File: src/rtl/regfile_ctrl_pkg.sv
// Shared defaults and types for the register-file writeback arbiter slice.
package regfile_ctrl_pkg;

  localparam int XLEN_DEF         = 32;
  localparam int REG_AW_DEF       = 5;
  localparam int STARVE_LIMIT_DEF = 4;

  // STARVE_LIMIT is bounded to 1..15, so four bits always hold the wait count.
  localparam int WAIT_W = 4;

  typedef logic [REG_AW_DEF-1:0] reg_addr_t;

endpackage

File: src/rtl/regfile_wb_arbiter_if.sv
// Issue, writeback ports A/B and register-file write port bundle.
interface regfile_wb_arbiter_if import regfile_ctrl_pkg::*; #(
  parameter int XLEN   = XLEN_DEF,
  parameter int REG_AW = REG_AW_DEF
) ();

  logic              iss_valid;
  logic [REG_AW-1:0] iss_rs1;
  logic [REG_AW-1:0] iss_rs2;
  logic [REG_AW-1:0] iss_rd;
  logic              iss_long;
  logic              iss_stall;

  logic              a_valid;
  logic              a_ready;
  logic [REG_AW-1:0] a_rd;
  logic [XLEN-1:0]   a_data;

  logic              b_valid;
  logic              b_ready;
  logic [REG_AW-1:0] b_rd;
  logic [XLEN-1:0]   b_data;

  logic              rf_we;
  logic [REG_AW-1:0] rf_rd;
  logic [XLEN-1:0]   rf_wd;
  logic [REG_AW:0]   busy_cnt;

  modport master (
    output iss_valid, iss_rs1, iss_rs2, iss_rd, iss_long,
    output a_valid, a_rd, a_data,
    output b_valid, b_rd, b_data,
    input  iss_stall, a_ready, b_ready,
    input  rf_we, rf_rd, rf_wd, busy_cnt
  );

  modport slave (
    input  iss_valid, iss_rs1, iss_rs2, iss_rd, iss_long,
    input  a_valid, a_rd, a_data,
    input  b_valid, b_rd, b_data,
    output iss_stall, a_ready, b_ready,
    output rf_we, rf_rd, rf_wd, busy_cnt
  );

endinterface

File: src/rtl/wb_scoreboard.sv
// Busy vector of registers awaiting a long-latency writeback, with issue hazard detect.
module wb_scoreboard import regfile_ctrl_pkg::*; #(
  parameter int REG_AW = REG_AW_DEF
) (
  input  logic              clk,
  input  logic              rst_n,
  input  logic              iss_valid_i,
  input  logic [REG_AW-1:0] iss_rs1_i,
  input  logic [REG_AW-1:0] iss_rs2_i,
  input  logic [REG_AW-1:0] iss_rd_i,
  input  logic              iss_long_i,
  input  logic              clr_en_i,
  input  logic [REG_AW-1:0] clr_idx_i,
  output logic              iss_stall_o,
  output logic [REG_AW:0]   busy_cnt_o
);

  localparam int NREG = 2**REG_AW;
  localparam int CW   = REG_AW + 1;

  logic [NREG-1:0] busy_q, busy_d;
  logic [CW-1:0]   cnt_q, cnt_d;
  logic            set_en;

  // Hazard looks only at registered busy, so a clear releases the stall one cycle later.
  assign iss_stall_o = iss_valid_i &&
                       (busy_q[iss_rs1_i] || busy_q[iss_rs2_i] || busy_q[iss_rd_i]);
  assign set_en      = iss_valid_i && !iss_stall_o && iss_long_i && (iss_rd_i != '0);

  assign busy_d[0] = 1'b0;

  generate
    for (genvar gi = 1; gi < NREG; gi++) begin : g_busy
      assign busy_d[gi] = (set_en && (iss_rd_i == REG_AW'(gi))) ||
                          (busy_q[gi] && !(clr_en_i && (clr_idx_i == REG_AW'(gi))));
    end
  endgenerate

  always_comb begin
    cnt_d = '0;
    for (int i = 0; i < NREG; i++) begin
      cnt_d = cnt_d + CW'(busy_d[i]);
    end
  end

  always_ff @(posedge clk or negedge rst_n) begin
    if (!rst_n) begin
      busy_q <= '0;
      cnt_q  <= '0;
    end else begin
      busy_q <= busy_d;
      cnt_q  <= cnt_d;
    end
  end

  assign busy_cnt_o = cnt_q;

endmodule

File: src/rtl/regfile_wb_arbiter.sv
// Shares the register-file write port between ALU (A) and long-latency (B) writeback,
// with starvation override for B and a RAW/WAW scoreboard for issue.
module regfile_wb_arbiter import regfile_ctrl_pkg::*; #(
  parameter int XLEN         = XLEN_DEF,
  parameter int REG_AW       = REG_AW_DEF,
  parameter int STARVE_LIMIT = STARVE_LIMIT_DEF
) (
  input  logic                 clk,
  input  logic                 rst_n,
  regfile_wb_arbiter_if.slave  bus
);

  logic [WAIT_W-1:0] wait_q, wait_d;
  logic              starve;
  logic              a_hs, b_hs;

  logic              rf_we_q, rf_we_d;
  logic [REG_AW-1:0] rf_rd_q, rf_rd_d;
  logic [XLEN-1:0]   rf_wd_q, rf_wd_d;

  // Neither ready depends on its own valid; the two readies never both grant a pair of valids.
  assign starve      = (wait_q >= WAIT_W'(STARVE_LIMIT));
  assign bus.a_ready = !(bus.b_valid && starve);
  assign bus.b_ready = !bus.a_valid || starve;
  assign a_hs        = bus.a_valid && bus.a_ready;
  assign b_hs        = bus.b_valid && bus.b_ready;

  always_comb begin
    wait_d = wait_q;
    if (!bus.b_valid || b_hs) begin
      wait_d = '0;
    end else if (wait_q < WAIT_W'(STARVE_LIMIT)) begin
      wait_d = wait_q + 1'b1;
    end
  end

  // x0 writes are accepted and latched but never enabled.
  always_comb begin
    rf_we_d = 1'b0;
    rf_rd_d = rf_rd_q;
    rf_wd_d = rf_wd_q;
    if (a_hs) begin
      rf_we_d = (bus.a_rd != '0);
      rf_rd_d = bus.a_rd;
      rf_wd_d = bus.a_data;
    end else if (b_hs) begin
      rf_we_d = (bus.b_rd != '0);
      rf_rd_d = bus.b_rd;
      rf_wd_d = bus.b_data;
    end
  end

  always_ff @(posedge clk or negedge rst_n) begin
    if (!rst_n) begin
      wait_q  <= '0;
      rf_we_q <= 1'b0;
      rf_rd_q <= '0;
      rf_wd_q <= '0;
    end else begin
      wait_q  <= wait_d;
      rf_we_q <= rf_we_d;
      rf_rd_q <= rf_rd_d;
      rf_wd_q <= rf_wd_d;
    end
  end

  assign bus.rf_we = rf_we_q;
  assign bus.rf_rd = rf_rd_q;
  assign bus.rf_wd = rf_wd_q;

  wb_scoreboard #(
    .REG_AW (REG_AW)
  ) u_scoreboard (
    .clk         (clk),
    .rst_n       (rst_n),
    .iss_valid_i (bus.iss_valid),
    .iss_rs1_i   (bus.iss_rs1),
    .iss_rs2_i   (bus.iss_rs2),
    .iss_rd_i    (bus.iss_rd),
    .iss_long_i  (bus.iss_long),
    .clr_en_i    (b_hs),
    .clr_idx_i   (bus.b_rd),
    .iss_stall_o (bus.iss_stall),
    .busy_cnt_o  (bus.busy_cnt)
  );

endmodule

File: src/flat_wrapper.sv
// flat-port wrapper written by rule: the top's interface ports become plain ports
module regfile_wb_arbiter_flat import regfile_ctrl_pkg::*;
#(
  parameter int XLEN         = XLEN_DEF,
  parameter int REG_AW       = REG_AW_DEF,
  parameter int STARVE_LIMIT = STARVE_LIMIT_DEF
)
  (clk, rst_n, bus_iss_valid, bus_iss_rs1, bus_iss_rs2, bus_iss_rd, bus_iss_long, bus_a_valid, bus_a_rd, bus_a_data, bus_b_valid, bus_b_rd, bus_b_data, bus_iss_stall, bus_a_ready, bus_b_ready, bus_rf_we, bus_rf_rd, bus_rf_wd, bus_busy_cnt);
  regfile_wb_arbiter_if #(.XLEN(XLEN), .REG_AW(REG_AW)) bus_i ();
  input  logic clk;
  input  logic rst_n;
  input wire logic [$bits(bus_i.iss_valid)-1:0] bus_iss_valid;
  input wire logic [$bits(bus_i.iss_rs1)-1:0] bus_iss_rs1;
  input wire logic [$bits(bus_i.iss_rs2)-1:0] bus_iss_rs2;
  input wire logic [$bits(bus_i.iss_rd)-1:0] bus_iss_rd;
  input wire logic [$bits(bus_i.iss_long)-1:0] bus_iss_long;
  input wire logic [$bits(bus_i.a_valid)-1:0] bus_a_valid;
  input wire logic [$bits(bus_i.a_rd)-1:0] bus_a_rd;
  input wire logic [$bits(bus_i.a_data)-1:0] bus_a_data;
  input wire logic [$bits(bus_i.b_valid)-1:0] bus_b_valid;
  input wire logic [$bits(bus_i.b_rd)-1:0] bus_b_rd;
  input wire logic [$bits(bus_i.b_data)-1:0] bus_b_data;
  output wire logic [$bits(bus_i.iss_stall)-1:0] bus_iss_stall;
  output wire logic [$bits(bus_i.a_ready)-1:0] bus_a_ready;
  output wire logic [$bits(bus_i.b_ready)-1:0] bus_b_ready;
  output wire logic [$bits(bus_i.rf_we)-1:0] bus_rf_we;
  output wire logic [$bits(bus_i.rf_rd)-1:0] bus_rf_rd;
  output wire logic [$bits(bus_i.rf_wd)-1:0] bus_rf_wd;
  output wire logic [$bits(bus_i.busy_cnt)-1:0] bus_busy_cnt;
  assign bus_i.iss_valid = bus_iss_valid;
  assign bus_i.iss_rs1 = bus_iss_rs1;
  assign bus_i.iss_rs2 = bus_iss_rs2;
  assign bus_i.iss_rd = bus_iss_rd;
  assign bus_i.iss_long = bus_iss_long;
  assign bus_i.a_valid = bus_a_valid;
  assign bus_i.a_rd = bus_a_rd;
  assign bus_i.a_data = bus_a_data;
  assign bus_i.b_valid = bus_b_valid;
  assign bus_i.b_rd = bus_b_rd;
  assign bus_i.b_data = bus_b_data;
  assign bus_iss_stall = bus_i.iss_stall;
  assign bus_a_ready = bus_i.a_ready;
  assign bus_b_ready = bus_i.b_ready;
  assign bus_rf_we = bus_i.rf_we;
  assign bus_rf_rd = bus_i.rf_rd;
  assign bus_rf_wd = bus_i.rf_wd;
  assign bus_busy_cnt = bus_i.busy_cnt;
  regfile_wb_arbiter #(.XLEN(XLEN), .REG_AW(REG_AW), .STARVE_LIMIT(STARVE_LIMIT)) u_core (.clk(clk), .rst_n(rst_n), .bus(bus_i));
endmodule
File: config.mk
export PLATFORM = sky130hd
export DESIGN_NAME = regfile_wb_arbiter_flat
export DESIGN_NICKNAME = d
export VERILOG_FILES = /design/src/rtl/regfile_ctrl_pkg.sv /design/src/rtl/regfile_wb_arbiter_if.sv /design/src/rtl/wb_scoreboard.sv /design/src/rtl/regfile_wb_arbiter.sv /design/src/flat_wrapper.sv
export SDC_FILE = /design/constraint.sdc
export NUM_CORES = 1
export LEC_CHECK = 0
export BUFFER_PORTS_ARGS = -buffer_cell sky130_fd_sc_hd__buf_2
export CAP_MARGIN = 40
export CORE_UTILIZATION = 35
export DETAILED_ROUTE_END_ITERATION = 7
export GPL_TIMING_DRIVEN = 0
export PLACE_DENSITY_LB_ADDON = 0.3
export SYNTH_ARGS = -nofsm -noshare
export SYNTH_HDL_FRONTEND = slang
export SYNTH_HIERARCHICAL = 1
export SYNTH_SLANG_ARGS = --single-unit
File: constraint.sdc
create_clock -name clk -period 8.5 [get_ports clk]
set_clock_uncertainty 0.2 [all_clocks]
set_input_delay 0.425 -clock clk [delete_from_list [all_inputs] [get_ports clk]]
set_output_delay 0.425 -clock clk [all_outputs]
set_load 0.01 [all_outputs]
==> qor.txt, run 1 <==
P&R area growth vs syn: 23.2%
CP delay by family, top: adder cells
Largest area contributor in the netlist: dfrtp_1
Global placement routability congestion: 0.887
Core area: 0.0146 mm^2
Worst-Margin Slew: 639 ps
CP Max Fanout: 10
Post-synth EDFFs: 0
Crit-path max cell delay: 570 ps
Post-Synthesis Cells: 478
Largest net degree at the start of global routing: 62
Hold Crit Start: bus_a_data[0]
Routed wl met3: 948 um
Clock buffer depth: 2
Critical Path Sink Type: flip-flop
Residual DRC count: 0
Top cell type's share of synthesized area: 37.6%
Nets: 752
CTS Root Cell: clkbuf_16
Top sig layer: met4
Post-synth cell types: 54
CTS buffer count: 9
Share of layout cells above drive strength 1: 36.5%
Vias in the first global route: 4516
Worst VDD drop: 0.334 mV
Top cells by area, synth: dfrtp_1 38%, fa_1 8.8%, a221o_2 7.3%
Period utilisation layout: 89.2%
Commonest cells after routing, fill and taps aside: 139 x buf_2, 79 x dfrtp_1, 49 x o21ai_0
Synthesized area: 0.00525 mm^2
Nature of the critical path startpoint: flip-flop
Die area: 0.0155 mm^2
1st-iter DRT viols: 218
Result of the run: finished clean
Drt wl/cell: 19.1 um
Met2 WL: 7380 um
PostCTS Resize Cnt: 0
Die height: 125 um
Critical Path Source: u_core/u_scoreboard/busy_q[15]
Io pins: 142
Initial antenna violation count: 0
Critical-path top delay cell: fa_1
Initial Util: 36.0%
Gr usage total: 20.8%
Area after DPL: 0.00619 mm^2
Clock Latency Late Sink: 340 ps
FF-to-FF Start: u_core/u_scoreboard/busy_q[15]
Die width: 125 um
DPL Wire Length: 12200 um
#FFs+latches synth: 79
Relative slew margins: 57.4%
Sequential fraction of the synthesis area: 37.6%
Power Density: 317 mW/mm^2
Hold Crit Class: primary input to flip-flop
Drt first pass iters: 7
Top FF cell, synth: dfrtp_1
Data arrival time of the worst path: 7630 ps
Mapped Nets: 604
Fin crit period: 7590 ps
Post-route cell area: 0.00647 mm^2
CP most frequent cell: fa_1
Post-synth ARST share: 100%
Total gr overflow: 0
First-pass GRT wire length: 25300 um
Antenna Violating Nets Remaining: 0
CTS tree: done
CP required: 8550 ps
Crit-path cells: mux4_2, mux2i_1, o32ai_1, nor4_1, nand4_1, buf_6, buf_2, o21ai_0, fa_1, fa_1, fa_1, fa_1, inv_1, fa_1, fa_1, inv_1, fa_1, fa_1, a21o_1, a21oi_1, xnor2_1
WL final: 15600 um
H-tree Lvls: 3
Ys Warns: 6
Sum Neg Setup Slack: 0 ps
Fin. Hold Viols: 0
Vias: 4500
Average size of a mapped cell: 11.0 um^2
Final Max Tran Viols: 0
WP buf/inv: 4
MaxCap Viol Count: 0
LEAKAGE: 0.00298 uW
Vias per std cell: 5.52
Crit path kind: flip-flop to flip-flop
Row count: 44
Port bufs: 135
Antenna cells: 0
Commonest non-fill, non-tap cell in the layout: buf_2
RSZ-0062 raised after global routing: no
Metal-1 WL: 6880 um
CTS sink count: 79
Worst-path clk slew: 70 ps
Setup violations, final: 0
Max Clk Rate: 0.132 GHz
==> sequential cells by signal (all words and copies together), names as in the netlist <==
name	flops
u_core/bus.rf_wd	32
u_core/u_scoreboard/busy_cnt_o	6
u_core/bus.rf_we	1
u_core/wait_q	4
u_core/bus.rf_rd	5
u_core/u_scoreboard/busy_q	31
==> through the flow <==
stage / hold slack, ps / util, % / setup slack (ps) / cells / power (uW)
after floorplan: -70.6 / - / 1500 / 478 / 1340
after global placement: 222 / 42.2 / 705 / 797 / 1670
after detailed placement: 121 / 42.4 / 740 / 798 / 1680
after CTS: 98.7 / 44.4 / 951 / 815 / 2090
after global routing: 108 / 44.4 / 575 / 815 / 2300
final: 108 / 44.4 / 914 / 815 / 2050
==> cell families after synthesis <==
kind of cell / synth area share, %
other: 0.0714
muxes: 11.0
xor gates and xnor gates: 0.667
and+or+nand+nor: 15.4
DFF: 37.6
AOI/OAI and AO/OA: 19.0
adders and majority gates: 10.7
buffers and inverters: 5.62
==> final timing paths <==
kind                       slack (ps)                                 to  depth (start not counted)
min in group asynchronous         300               u_core/bus.rf_wd[13]                          2
max in group asynchronous        7200     u_core/u_scoreboard/busy_q[24]                          3
setup / recovery                  910  u_core/u_scoreboard/busy_cnt_o[4]                         21
setup reg to reg                  910  u_core/u_scoreboard/busy_cnt_o[4]                         21
hold reg to reg                   240                   u_core/wait_q[0]                          1
hold / removal                    110                u_core/bus.rf_wd[0]                          2
==> cell type report <==
type,instances,area [um^2]
buffer,28,205
clock buffer,12,246
clock inverter,4,28.8
fill,1400,8110
inverter,24,90.1
multi-input combinational,347,2980
sequential,79,1980
tap,184,230
timing repair buffer,137,716
==> Yosys cell counts, types with 5 or more instances <==
cell       n
nor3_1     7
nor2b_1   10
nand3_1    6
buf_2      5
o31ai_1   11
buf_6      8
o21ai_0   49
inv_1     24
o31a_1     5
nand2_1   28
ha_1       8
o21a_1    11
nand4b_1   5
nor3b_1    5
a221o_2   34
and2_1    38
mux4_2    17
mux2i_1   15
clkbuf_1   9
dfrtp_1   79
nand2b_1  10
fa_1      23
nor2_1    15
==> worst register-to-register path, stage by stage (launching register included) <==
cell     delay [ps]
dfrtp_1         430
mux4_2          480
mux2i_1         200
o32ai_1         100
nor4_1          310
nand4_1         210
buf_6           200
buf_2           200
o21ai_0         500
fa_1            520
fa_1            570
fa_1            440
fa_1            560
inv_1            60
fa_1            510
fa_1            490
inv_1            50
fa_1            530
fa_1            440
a21o_1          190
a21oi_1         160
xnor2_1         150
==> timing repair <==
action | in CTS | in global routing
endpoints found under the setup margin | 0 | 0
hold buffers | 1 | 0
endpoints found under the hold margin | 18 | 0
buffers inserted | 0 | 0
==> per-layer routing <==
layer	global-route usage [%]	vias up
met4	8.22	0
met1	29.3	2241
li1	-	2064
met2	32.4	170
met3	2.53	25
met5	0	-
==> power by group <==
group          total [uW]  switching, uW  internal [uW]
logic                1180            662            520
clock network         366            160            207
registers             505           49.9            455
total                2050            871           1180
Power figures use the tool's default switching activity.
==> run 2, diff against run 1 <==
--- a/config.mk
+++ b/config.mk
@@ -11,6 +11,7 @@
 export DETAILED_ROUTE_END_ITERATION = 7
 export GPL_TIMING_DRIVEN = 0
 export PLACE_DENSITY_LB_ADDON = 0.3
+export RECOVER_POWER = 50
 export SYNTH_ARGS = -nofsm -noshare
 export SYNTH_HDL_FRONTEND = slang
 export SYNTH_HIERARCHICAL = 1
==> qor.txt, run 2 (synthesis results as in run 1) <==
Power Density: 319 mW/mm^2
FF-to-FF Start: u_core/u_scoreboard/busy_q[15]
H-tree Lvls: 3
Io pins: 142
Critical Path Sink Type: flip-flop
Drt first pass iters: 5
Crit path kind: flip-flop to flip-flop
Global placement routability congestion: 0.887
Pre-CTS setup slack: 740 ps
Peak-usage layer in the global routing report: met2
Final WS setup: 894 ps
Relative slew margins: -128%
RSZ-0062 raised after global routing: no
WL final: 15600 um
Commonest cells after routing, fill and taps aside: 120 x buf_2, 79 x dfrtp_1, 50 x o21ai_0
Core area: 0.0146 mm^2
Result of the run: finished with violations
Clock Latency Late Sink: 340 ps
Share of layout cells above drive strength 1: 33.0%
LEAKAGE: 0.00290 uW
Area occupied by registers: 0.00198 mm^2
Row count: 44
Worst-path clk slew: 70 ps
CP Max Fanout: 10
CP required: 8550 ps
P_int: 1180 uW
Antenna Violating Nets Remaining: 0
DPL Wire Length: 12200 um
Final Max Tran Viols: 62
Switch share: 42.6%
Max reg flops: 32
Port bufs: 135
Die area: 0.0155 mm^2
CTS sink count: 79
Max Clk Rate: 0.131 GHz
Worst VDD drop: 0.339 mV
Critical Path Source: u_core/u_scoreboard/busy_q[15]
Commonest non-fill, non-tap cell in the layout: buf_2
Post-layout util: 44.0%
Multi-input gate area in the final layout: 0.00298 mm^2
Vias per std cell: 5.52
Antenna cells: 0
Drt wl/cell: 19.1 um
Vias in the first global route: 4516
M2 GR Usage: 32.4%
Fin. Hold Viols: 0
Sequential share of power: 24.7%
Period utilisation layout: 89.5%
Fin crit period: 7610 ps
Data arrival time of the worst path: 7650 ps
Sum Neg Setup Slack: 0 ps
Vias: 4495
First-pass GRT wire length: 25300 um
Worst-Margin Slew: 3420 ps
Hold Crit Start: bus_a_data[0]
Failing checks: capacitance limit, slew limit
Nature of the critical path startpoint: flip-flop
Largest net degree at the start of global routing: 62
MaxCap Viol Count: 1
CTS buffer count: 9
Die height: 125 um
Power Total: 2050 uW
Hold Crit Class: primary input to flip-flop
Gr usage total: 20.8%
CTS tree: done
Initial antenna violation count: 0
Setup violations, final: 0
Fill count: 1415
Total gr overflow: 0
PostCTS Resize Cnt: 0
1st-iter DRT viols: 222
CTS Root Cell: clkbuf_16
Nets: 752
Switching power of the nets: 872 uW
Residual DRC count: 0
Clock buffer depth: 2
Met1 Use GR: 29.3%
Die width: 125 um
Routing usage on met3: 2.53%
Initial Util: 36.0%
Comb pwr share: 57.4%
Hold_ws: 108 ps
P&R area growth vs syn: 22.2%
Clk pwr share: 17.9%
==> run 2: changes by cell type in the layout (fill, tap and decap cells not counted) <==
cell,before,now
buf_16,1,0
buf_4,1,0
buf_2,139,120
clkbuf_1,11,32
o21ai_2,1,0
o21ai_0,49,50
==> run 2: path summary, 6_finish.rpt <==
path | end | slack (ps) | cells after the start
setup / recovery | u_core/u_scoreboard/busy_cnt_o[4] | 890 | 21
hold / removal | u_core/bus.rf_wd[0] | 110 | 2
setup reg to reg | u_core/u_scoreboard/busy_cnt_o[4] | 890 | 21
hold reg to reg | u_core/wait_q[0] | 240 | 1
max in group asynchronous | u_core/u_scoreboard/busy_q[27] | 3790 | 3
min in group asynchronous | u_core/bus.rf_wd[13] | 540 | 2
==> run 2: power groups by stage <==
| stage | clock network (uW) | registers, uW | logic [uW] |
|---|---|---|---|
| final | 366 | 506 | 1180 |
| after global routing | 388 | 514 | 1390 |
| after CTS | 373 | 505 | 1210 |
| after detailed placement | 0 | 510 | 1170 |
| after global placement | 0 | 507 | 1160 |
| after floorplan | 0 | 505 | 835 |
==> run 2: area by class of cell <==
cell class	count	share of cell area [%]
Clock buffer	12	3.84
Timing Repair Buffer	137	10.3
Multi-Input combinational cell	347	46.4
Sequential cell	79	30.8
Buffer	28	3.20
Inverter	24	1.40
Clock inverter	4	0.448
Tap cell	184	3.59
==> run 2: worst max-delay path: stages (launching register included) <==
cell and delay, ps:
dfrtp_1 440, mux4_2 480, mux2i_1 200, o32ai_1 100, nor4_1 310, nand4_1 210, buf_6 200, buf_2 200
o21ai_0 490, fa_1 520, fa_1 570, fa_1 440, fa_1 560, inv_1 60, fa_1 510, fa_1 490
inv_1 50, fa_1 530, fa_1 440, a21o_1 190, a21oi_1 160, xnor2_1 150
==> run 2: metrics by stage <==
| stage | std cells | cell area, um^2 |
|---|---|---|
| 6_report | 815 | 6420 |
| 5_1_grt | 815 | 6420 |
| 4_1_cts | 815 | 6470 |
| 3_5_place_dp | 798 | 6190 |
| 3_3_place_gp | 797 | 6160 |
| 2_1_floorplan | 478 | 5250 |
==> run 2: what timing repair did <==
action / in CTS / in global routing
setup buffers: 0 / 0
endpoints found under the hold margin: 18 / 0
hold buffers: 1 / 0
==> run 2: per-layer routing <==
layer | vias up | part of all wire (%)
met2 | 166 | 47
li1 | 2066 | -
met3 | 25 | 6.0
met1 | 2238 | 44
met5 | - | 0
met4 | 0 | 2.4
==> run 3, diff against run 2 <==
--- a/config.mk
+++ b/config.mk
@@ -5,6 +5,7 @@
 export SDC_FILE = /design/constraint.sdc
 export NUM_CORES = 1
 export LEC_CHECK = 0
+export ABC_AREA = 1
 export BUFFER_PORTS_ARGS = -buffer_cell sky130_fd_sc_hd__buf_2
 export CAP_MARGIN = 40
 export CORE_UTILIZATION = 35
==> qor.txt, run 3 <==
Result of the run: finished with violations
Failing checks: capacitance limit, slew limit
DPL Wire Length: 13900 um
Commonest non-fill, non-tap cell in the layout: nand2_1
Post-synthesis simple-gate area fraction: 32.9%
Post-synth cell types: 36
Global placement routability congestion: 0.933
LEAKAGE: 0.00362 uW
Period utilisation layout: 83.2%
Setup violations, final: 0
Power Density: 198 mW/mm^2
Vias per std cell: 4.94
Nature of the critical path startpoint: flip-flop
Fin crit period: 7070 ps
Io pins: 142
Top cells by area, synth: dfrtp_1 35%, nand2_1 16%, nand3_1 12%
Row count: 45
Share of layout cells above drive strength 1: 21.8%
Crit path kind: flip-flop to flip-flop
Total gr overflow: 0
Core area: 0.0154 mm^2
Initial antenna violation count: 0
Top FF cell, synth: dfrtp_1
Drt wl/cell: 15.4 um
Sequential share of power: 32.9%
Xor and xnor fraction of the mapped netlist area: 0.624%
Clk pwr share: 30.4%
CTS buffer count: 9
Max reg flops: 32
Nets: 1047
Worst-path clk slew: 70 ps
CP most frequent cell: fa_1
CP required: 8560 ps
Clock Latency Late Sink: 340 ps
Vias: 5614
Final WS setup: 1430 ps
Pre-CTS setup slack: 1390 ps
Hold Crit Class: primary input to flip-flop
Critical-path top delay cell: fa_1
Fill count: 1625
Main combinational cell family by area after synthesis: simple AND/OR/NAND/NOR gates
Switch share: 37.6%
P&R area growth vs syn: 22.2%
Crit-path max cell delay: 550 ps
Switching power of the nets: 510 uW
Comb pwr share: 36.7%
Sequential fraction of the synthesis area: 35.2%
Post-synthesis compound-gate area fraction: 10.2%
Fin. Hold Viols: 0
Antenna cells: 0
Vias in the first global route: 5316
Gr usage total: 22.1%
Antenna Violating Nets Remaining: 0
Worst-Margin Slew: 2440 ps
Sum Neg Setup Slack: 0 ps
#FFs+latches synth: 79
CTS Root Cell: clkbuf_16
Largest area contributor in the netlist: dfrtp_1
Post-Synth Adder-Cell Area: 9.99%
PostCTS Resize Cnt: 0
Drt first pass iters: 5
1st-iter DRT viols: 567
Die width: 129 um
RSZ-0062 raised after global routing: no
Area after DPL: 0.00659 mm^2
Relative slew margins: -63.0%
Port bufs: 136
Post-Synthesis Cells: 771
WL final: 17600 um
MaxCap Viol Count: 2
Synth cell count leaders: 239 x nand2_1, 131 x nand3_1, 96 x inv_1
Post-synth ARST share: 100%
CTS tree: done
Synthesized area: 0.00561 mm^2
Average size of a mapped cell: 7.28 um^2
Largest net degree at the start of global routing: 46
Worst VDD drop: 0.199 mV
First-pass GRT wire length: 27800 um
Initial Util: 36.4%
Die height: 129 um
H-tree Lvls: 3
CTS sink count: 79
WP buf/inv: 10
Critical Path Sink Type: flip-flop
Mapped Nets: 897
Ys Warns: 6
P_int: 848 uW
CP delay by family, top: adder cells
Residual DRC count: 0
CP Max Fanout: 11
Post-route cell area: 0.00686 mm^2
Max Clk Rate: 0.141 GHz
Commonest cells after routing, fill and taps aside: 239 x nand2_1, 133 x buf_2, 132 x nand3_1
Mux cell area share after synthesis: 0%
Post-synth EDFFs: 0
Data arrival time of the worst path: 7130 ps
Final Max Tran Viols: 82
Die area: 0.0165 mm^2
Top cell type's share of synthesized area: 35.2%
Flop2flop setup slack: 1430 ps
Most frequent cell after synthesis: nand2_1
Clock buffer depth: 2
-- run 3: power groups by stage --
stage                     Clock (uW)  Combinational, uW  Sequential [uW]
final                            412                499              447
after floorplan                    0                318              460
after CTS                        422                513              446
after global placement             0                483              453
after detailed placement           0                498              452
after global routing             436                586              451
-- run 3: worst reg2reg max path: cells and delay by family (launching register included) --
| kind | cells | cell delay, ps |
|---|---|---|
| and+or+nand+nor | 6 | 640 |
| buffers and inverters | 10 | 1220 |
| xor gates and xnor gates | 1 | 140 |
| adders and majority gates | 8 | 4020 |
| AOI/OAI and AO/OA | 2 | 400 |
| DFF | 1 | 400 |
-- run 3: what timing repair did --
| action | 4_1_cts | 5_1_grt |
|---|---|---|
| setup buffers | 0 | 0 |
| hold buffers | 1 | 0 |
| endpoints found under the hold margin | 34 | 0 |
-- run 3: path summary, 6_finish.rpt --
| kind | depth (start not counted) | end | from |
|---|---|---|---|
| max | 27 | u_core/u_scoreboard/busy_cnt_o[4] | u_core/wait_q[2] |
| min | 3 | u_core/bus.rf_wd[31] | bus_a_data[31] |
| max reg2reg | 27 | u_core/u_scoreboard/busy_cnt_o[4] | u_core/wait_q[2] |
| min reg2reg | 1 | u_core/wait_q[0] | u_core/wait_q[0] |
| max in group asynchronous | 3 | u_core/bus.rf_wd[5] | rst_n |
| min in group asynchronous | 2 | u_core/bus.rf_wd[30] | rst_n |
-- run 3: cell families after synthesis --
family	after synthesis
AO/OA/AOI/OAI	86
AND/OR/NAND/NOR	434
XOR/XNOR	4
buffers and inverters	136
flip-flops	79
adder cells (fa/ha/maj)	31
other	1
-- run 3: through the flow --
| step | hold slack (ps) | total power, uW | cells | util, % |
|---|---|---|---|---|
| after detailed placement | 223 | 951 | 1120 | 42.7 |
| after floorplan | -70.6 | 778 | 771 | - |
| final | 85.9 | 1360 | 1137 | 44.5 |
| after CTS | 73.0 | 1380 | 1137 | 44.8 |
| after global placement | 237 | 936 | 1118 | 42.5 |
| after global routing | 74.5 | 1470 | 1137 | 44.5 |
-- run 3: area by class of cell --
class | instances | area, um^2 | share of cell area (%)
plain buffers | 31 | 224 | 3.27
clock buffers | 9 | 225 | 3.28
clock inverters | 7 | 88.8 | 1.30
inverters | 105 | 397 | 5.78
multi-input cells | 556 | 3000 | 43.7
flip-flops and latches | 79 | 1980 | 28.8
well taps | 211 | 264 | 3.85
repair buffers | 139 | 684 | 9.98
-- run 3: layer usage --
| metal | part of all wire [%] | track usage, % | up-vias | wire, um |
|---|---|---|---|---|
| met5 | 0 | 0 | - | 0 |
| met1 | 45 | 30.3 | 2609 | 7870 |
| met4 | 1.7 | 7.13 | 0 | 306 |
| met3 | 7.5 | 3.83 | 20 | 1310 |
| li1 | - | - | 2756 | - |
| met2 | 46 | 35.3 | 229 | 8080 |
